===== config.mk =====
export PLATFORM = sky130hd
export DESIGN_NAME = gray_serializer
export DESIGN_NICKNAME = d
export VERILOG_FILES = /design/src/rtl/gray_serializer.sv
export SDC_FILE = /design/constraint.sdc
export NUM_CORES = 1
export LEC_CHECK = 0
export ABC_AREA = 1
export CORE_ASPECT_RATIO = 1.2
export CORE_MARGIN = 8
export CORE_UTILIZATION = 40
export DETAILED_ROUTE_END_ITERATION = 7
export PLACE_DENSITY = 0.54
export SLEW_MARGIN = 20
export SYNTH_ARGS = -nofsm -noshare
export SYNTH_HDL_FRONTEND = slang
export SYNTH_SLANG_ARGS = --single-unit

===== constraint.sdc =====
create_clock -name clk -period 41.3 [get_ports clk]
set_input_delay 8.26 -clock clk [delete_from_list [all_inputs] [get_ports clk]]
set_output_delay 8.26 -clock clk [all_outputs]
set_load 0.03 [all_outputs]

===== src/rtl/gray_serializer.sv =====
// Register file with Gray encode/decode on read; the converted word is returned
// in parallel on dataout and streamed MSB-first over an LW-bit serial port.
module gray_serializer #(
  parameter int DW = 32,
  parameter int AW = 4,
  parameter int LW = 2
) (
  input  logic          clk,
  input  logic          reset,
  input  logic          req,
  input  logic          rw,
  input  logic [AW-1:0] addr,
  input  logic [DW-1:0] datain,
  input  logic          mode,
  output logic          ready,
  output logic [DW-1:0] dataout,
  output logic          dout_valid,
  output logic [LW-1:0] ss,
  output logic          ss_valid,
  output logic          ss_last,
  output logic          dbg_state
);

  localparam int BEATS = DW / LW;
  localparam int CW    = (BEATS > 1) ? $clog2(BEATS) : 1;

  typedef enum logic {IDLE = 1'b0, SHIFT = 1'b1} state_t;

  state_t        state, state_nxt;
  logic [DW-1:0] rf [2**AW];
  logic [DW-1:0] shreg;
  logic [CW-1:0] cnt;
  logic [DW-1:0] conv;
  logic          accept, accept_rd, accept_wr, last_beat;

  function automatic logic [DW-1:0] bin2gray(input logic [DW-1:0] b);
    return b ^ (b >> 1);
  endfunction

  function automatic logic [DW-1:0] gray2bin(input logic [DW-1:0] g);
    logic [DW-1:0] b;
    b[DW-1] = g[DW-1];
    for (int i = DW - 2; i >= 0; i--) b[i] = b[i+1] ^ g[i];
    return b;
  endfunction

  // Handshake: a command transfers on a rising edge with req=1 and ready=1;
  // ready is high only in IDLE, and req seen while busy is dropped, not queued.
  assign ready     = (state == IDLE);
  assign accept    = req && ready;
  assign accept_rd = accept && !rw;
  assign accept_wr = accept && rw;
  assign last_beat = (cnt == CW'(BEATS - 1));
  assign conv      = mode ? gray2bin(rf[addr]) : bin2gray(rf[addr]);
  assign dbg_state = state;

  always_ff @(posedge clk or posedge reset) begin
    if (reset) state <= IDLE;
    else       state <= state_nxt;
  end

  always_comb begin
    state_nxt = state;
    ss        = '0;
    ss_valid  = 1'b0;
    ss_last   = 1'b0;
    case (state)
      IDLE: begin
        if (accept_rd) state_nxt = SHIFT;
      end
      SHIFT: begin
        ss       = shreg[DW-1 -: LW];
        ss_valid = 1'b1;
        ss_last  = last_beat;
        if (last_beat) state_nxt = IDLE;
      end
      default: state_nxt = IDLE;
    endcase
  end

  // The converted word is captured at acceptance, so later addr/mode changes
  // cannot disturb the word in flight.
  always_ff @(posedge clk or posedge reset) begin
    if (reset) begin
      shreg      <= '0;
      cnt        <= '0;
      dataout    <= '0;
      dout_valid <= 1'b0;
    end else begin
      dout_valid <= 1'b0;
      if (accept_rd) begin
        shreg      <= conv;
        cnt        <= '0;
        dataout    <= conv;
        dout_valid <= 1'b1;
      end else if (state == SHIFT) begin
        shreg <= shreg << LW;
        cnt   <= last_beat ? '0 : cnt + CW'(1);
      end
    end
  end

  always_ff @(posedge clk or posedge reset) begin
    if (reset) begin
      for (int i = 0; i < 2**AW; i++) rf[i] <= '0;
    end else if (accept_wr) begin
      rf[addr] <= datain;
    end
  end

endmodule

# [Word-level counts from Yosys, hierarchy flattened]
# Cells that the tools add are included.
[totals] elab_cells=83 regBits=582 romBits=0 n_memories=0 ramBits=0 latch_bits=0
[classes] n_eq_ne=1 div_mod_pow=0 bitwise_logic=34 mul=0 mux=18 n_shift=0 reduce_logical=6 n_addsub=1 n_lt_le_gt_ge=2
[ops] op="$bwmux W512" n=1
[ops] op="$mux W32" n=6
[ops] op="$bmux W32 S4" n=1
[ops] op="$demux W32 S4" n=1
[ops] op="$xor A32 B31 Y32" n=1
[ops] op="$xor A1 B1 Y1" n=31
[ops] op="$mux W4" n=3
[ops] op="$ge A5 B5 Y1 const B" n=1
[ops] op="$lt A5 B1 Y1 const B" n=1
[ops] op="$not A4 Y5" n=1
[ops] op="$add A4 B1 Y4 const B" n=1
[ops] op="$eq A4 B4 Y1 const B" n=1
[ops] op="$logic_and A1 B1 Y1" n=4
[ops] op="$mux W1" n=4
[ops] op="$mux W2" n=1
[ops] op="$pmux W1 S2" n=1
[ops] op="$reduce_bool A2 Y1" n=1
[ops] op="$logic_not A1 Y1" n=1
[ops] op="$not A1 Y1" n=1

# [Depth between registers and ports, before layout]
[logic_depth] depth_word=37 mapped_depth=36 mapped_depth_nobuf=35

# [Worst setup path before layout]
# No wires, ideal clock.
[synth_path] path_type="input to register" start="in addr[3]" end="reg dataout[0]" stages=32 t_arrival_ns=11.068 required_time_ns=41.181 setup_slack_ns=30.112 path_cell_list="clkbuf_2 > inv_1 > nor2_1 > nand2_1 > nand2_2 > inv_1 > nand2_1 > nand2_1 > nand3_2 > nand2_2 > nand2_1 > nand3_2 > nand2_2 > nand2_1 > nand3_1 > nand3_1 > nand3_1 > nand3_2 > nand2_2 > nand2_1 > nand3_1 > nand3_2 > nand3_1 > nand3_1 > nand3b_2 > nand2_1 > nand2_1 > nand3_2 > nand2_1 > nand2_1 > nand3_1 > nand2_1"
[synth_via] elab_chain_len=36 elab_cells_between_ends=37
[synth_lines] element="start: declaration" line="12" text="input logic [AW-1:0] addr,"
[synth_lines] element="$not A4 Y5 (not written as such) *" line="54" text="assign conv = mode ? gray2bin(rf[addr]) : bin2gray(rf[addr]);"
[synth_lines] element="$bmux W32 S4 *" line="54"
[synth_lines] element="$mux W32 (not written as such) * (2 in a row)" line="54"
[synth_lines] element="$xor A1 B1 Y1 (31 in a row)" line="43" text="for (int i = DW - 2; i >= 0; i--) b[i] = b[i+1] ^ g[i];"
[synth_lines] element="$mux W32 *" line="54"
[synth_lines] element="end signal: assignment" line="94" text="dataout <= conv;"
[synth_lines] element="end: declaration" line="16" text="output logic [DW-1:0] dataout,"
# Mark *: on every way between the ends. The rest lies on a longest branch, timed or not. The select of a mux whose other input is x is not followed.
# A chain may end at the register's enable or synchronous reset.

# [Worst setup path after layout]
[layout_path] start="in addr[1]" end="reg shreg[0]"
[layout_via] elab_chain_len=37 elab_cells_between_ends=38
[layout_lines] element="$not A4 Y5 (not written as such) *" line="54"
[layout_lines] element="$bmux W32 S4 *" line="54"
[layout_lines] element="$mux W32 (not written as such) * (2 in a row)" line="54"
[layout_lines] element="$xor A1 B1 Y1 (31 in a row)" line="43"
[layout_lines] element="$mux W32 *" line="54"
[layout_lines] element="$mux W32 *" line="91" text="if (accept_rd) begin"
[layout_lines] element="end signal: assignment" line="92" text="shreg <= conv;"
[layout_lines] element="end signal: assignment" line="97" text="shreg <= shreg << LW;"
[layout_lines] element="end: declaration" line="31" text="logic [DW-1:0] shreg;"
# Marked as above.

==> run_results.csv <==
group,metric,value,unit
timing,rsz0062_at_grt,"no",
finish,drive_above_1_share,6.67,%
synth,synth_ff_type,"dfrtp_1",
grt,grt_start_max_net_pins,162,
clock_tree,cts_sinks,582,
placed_design,hpwl,44100,µm
finish,diodes,0,
timing,setup_viol,0,
synth,synth_nets,3015,
clock_tree,numCtsBuffers,60,
detailed_routing,via_count,20785,
detailed_routing,drc,0,
finish,post-route-util,45.6,%
detailed_routing,firstDrtPassIters,6,
detailed_routing,drtIter0Drc,1861,
synth,yosys_warnings,0,
timing,tightest_slew,0.969,ns
timing,fin_setup_tns,0,ns
synth,synth.avg_cell_area,8.62,µm²
detailed_routing,routed_wl,76500,µm
grt,grt_pass1_vias,20372,
finish,multi_input_area,9840,µm²
synth,synth.distinct_cells,34,
clock_tree,cts_buffer_depth,3,
clock_tree,insertion_delay,0.62,ns
clock_tree,cts_tree,"built",
detailed_routing,post_drt_via_cell_ratio,5.46,
detailed_routing,wl_per_cell,20.1,µm
timing,min_period,13.56,ns
grt,grt_usage,21.0,%
timing,finClkSkew,0.0131,ns
timing,fmax,73.7,MHz
floorplanning,die_height,293,µm
pwr,powerDensity,59.5,nW/µm²
detailed_routing,antenna_left,0,
synth,syn-cell-area,25600,µm²
timing,maxSlewViolCount,0,
critical_path,crit_path_top_delay_cell,"clkdlybuf4s50_1",
timing,min_period_over_period,32.8,%
clock_tree,ctsHoldBuffers,0,
timing,slew_headroom,35.4,%
run_status,status,"complete, no violations",
grt,grt_pass1_wl,121000,µm
finish,seq_area,14600,µm²
synth,ys_seq_area_share,56.8,%
grt,antenna_found_initial,0,
critical_path,crit_path_start_kind,"primary input",
floorplanning,core_area,63300,µm²
critical_path,cp.required,41.80,ns
critical_path,arrival,14.06,ns
floorplanning,die_w,247,µm
critical_path,cp-end-kind,"flop",
pwr,p_leak,13.7,nW
clock_tree,root_buffer,"clkbuf_16",
floorplanning,die_area,72500,µm²
hold_path,min_path_type,"reg2reg",
floorplanning,initial_core_util,40.5,%
clock_tree,clk_pin_slew_worst_paths,0.06,ns
floorplanning,fp-row-count,101,
synth,synth-edff-count,0,
grt,grt.overflow.total,0,
placed_design,place_congestion,0.830,
synth,ys_ff_latch,582,
critical_path,path_max_fanout,63,
finish,nets,2978,
placed_design,io_buffers,79,
synth,synthArstFlopShare,100,%
finish,area_growth,12.7,%
critical_path,slowest_delay,0.96,ns
clock_tree,ctsResizeCount,0,
flow_run,drv_cap,0,
clock_tree,post-cts-setup-buffers,0,
floorplanning,ios,80,
timing,hold_violations,0,
synth,netlist_instances,2973,
pwr,ir_drop,0.0314,mV
critical_path,worstSetupPathType,"in2reg",
finish,fillers,6129,
clock_tree,htreeDepth,2,
==> final cells by class <==
type,count,area share [%]
inverters,91,1.23
repair buffers,119,3.83
clock buffers,85,6.08
clock inverters,24,0.831
well taps,824,3.57
flip-flops and latches,582,50.4
multi-input cells,2082,34.1
==> power by group <==
group	internal, mW	switching [mW]	total [mW]
combinational	0.145	0.245	0.391
sequential	0.704	0.0753	0.779
clock	0.320	0.231	0.550
total	1.17	0.551	1.72
==> synthesized netlist by cell type (all sizes together), types with 2 or more instances <==
cell type     n  area share, %
nand2      1001             15
dfrtp       582             57
o21ai       568             11
a22oi       210            6.1
clkbuf      162            2.4
nor2        131            2.0
inv          91            1.3
a21oi        62            1.2
nand3        59            1.4
buf          56            1.4
nand4        24           0.59
xor2          8           0.27
o22ai         6           0.15
xnor2         4           0.17
nand3b        2          0.073
nor3          2          0.039
==> final timing paths <==
check	startpoint	to	slack (ns)	cells after the start
setup / recovery	addr[1]	shreg[0]	27.74	32
hold / removal	dataout[16]	dataout[16]	0.48	2
setup reg to reg	rf[191]	shreg[0]	37.39	31
hold reg to reg	dataout[16]	dataout[16]	0.48	2
max in group asynchronous	reset	rf[234]	30.98	4
min in group asynchronous	reset	rf[502]	8.11	2
==> kinds of logic (layout without fill, tap and decap cells) <==
family	after synthesis	in the layout	share of synthesized area [%]
buffers and inverters	309	319	5.10
AOI/OAI and AO/OA	848	848	18.7
adders and majority gates	1	1	0.0488
and+or+nand+nor	1221	1221	18.9
DFF	582	582	56.8
xor gates and xnor gates	12	12	0.439
==> sequential cells by signal, indices dropped and copies added, names as in the netlist <==
name	cells
rf	512
dataout	32
shreg	32
cnt	4
dbg_state	1
dout_valid	1
==> through the flow <==
stage | std cells | cell area (µm²) | power (mW) | hold slack, ns | setup slack, ns
global route | 3807 | 28900 | 1.83 | 0.498 | 27.34
global placement | 3698 | 26900 | 1.17 | 0.464 | 27.41
CTS | 3807 | 28900 | 1.74 | 0.484 | 27.95
detailed placement | 3698 | 26900 | 1.18 | 0.468 | 27.29
floorplan | 2973 | 25600 | 1.05 | 0.444 | 16.76
finish | 3807 | 28900 | 1.72 | 0.476 | 27.74
==> cell usage in the layout (no fill, tap or decap), drive strengths merged <==
cell / count
a22oi: 210
o22a: 1
nor2: 131
xor2: 8
o21ai: 568
nand2: 1001
clkdlybuf4s50: 79
a22o: 1
clkinvlp: 4
clkbuf: 85
and3: 1
nand4: 24
buf: 40
clkinv: 17
bufinv: 4
o22ai: 6
nand3: 59
dfrtp: 582
nand3b: 2
nor4: 1
a21oi: 62
ha: 1
xnor2: 4
nor3: 2
inv: 90
==> worst max-delay path, delay by kind of cell <==
kind                   cells  cell delay (ns)
AO/OA/AOI/OAI              1             0.18
AND/OR/NAND/NOR           25             2.96
buffers and inverters      6             2.48
==> layer usage <==
metal	global-route usage [%]	vias to the layer above	part of all wire, %
li1	-	9843	-
met1	28.8	10221	45
met2	34.8	593	47
met3	2.69	128	5.8
met4	6.07	0	2.7
met5	0	-	0
Note: power is estimated with default switching activity, not from simulation.
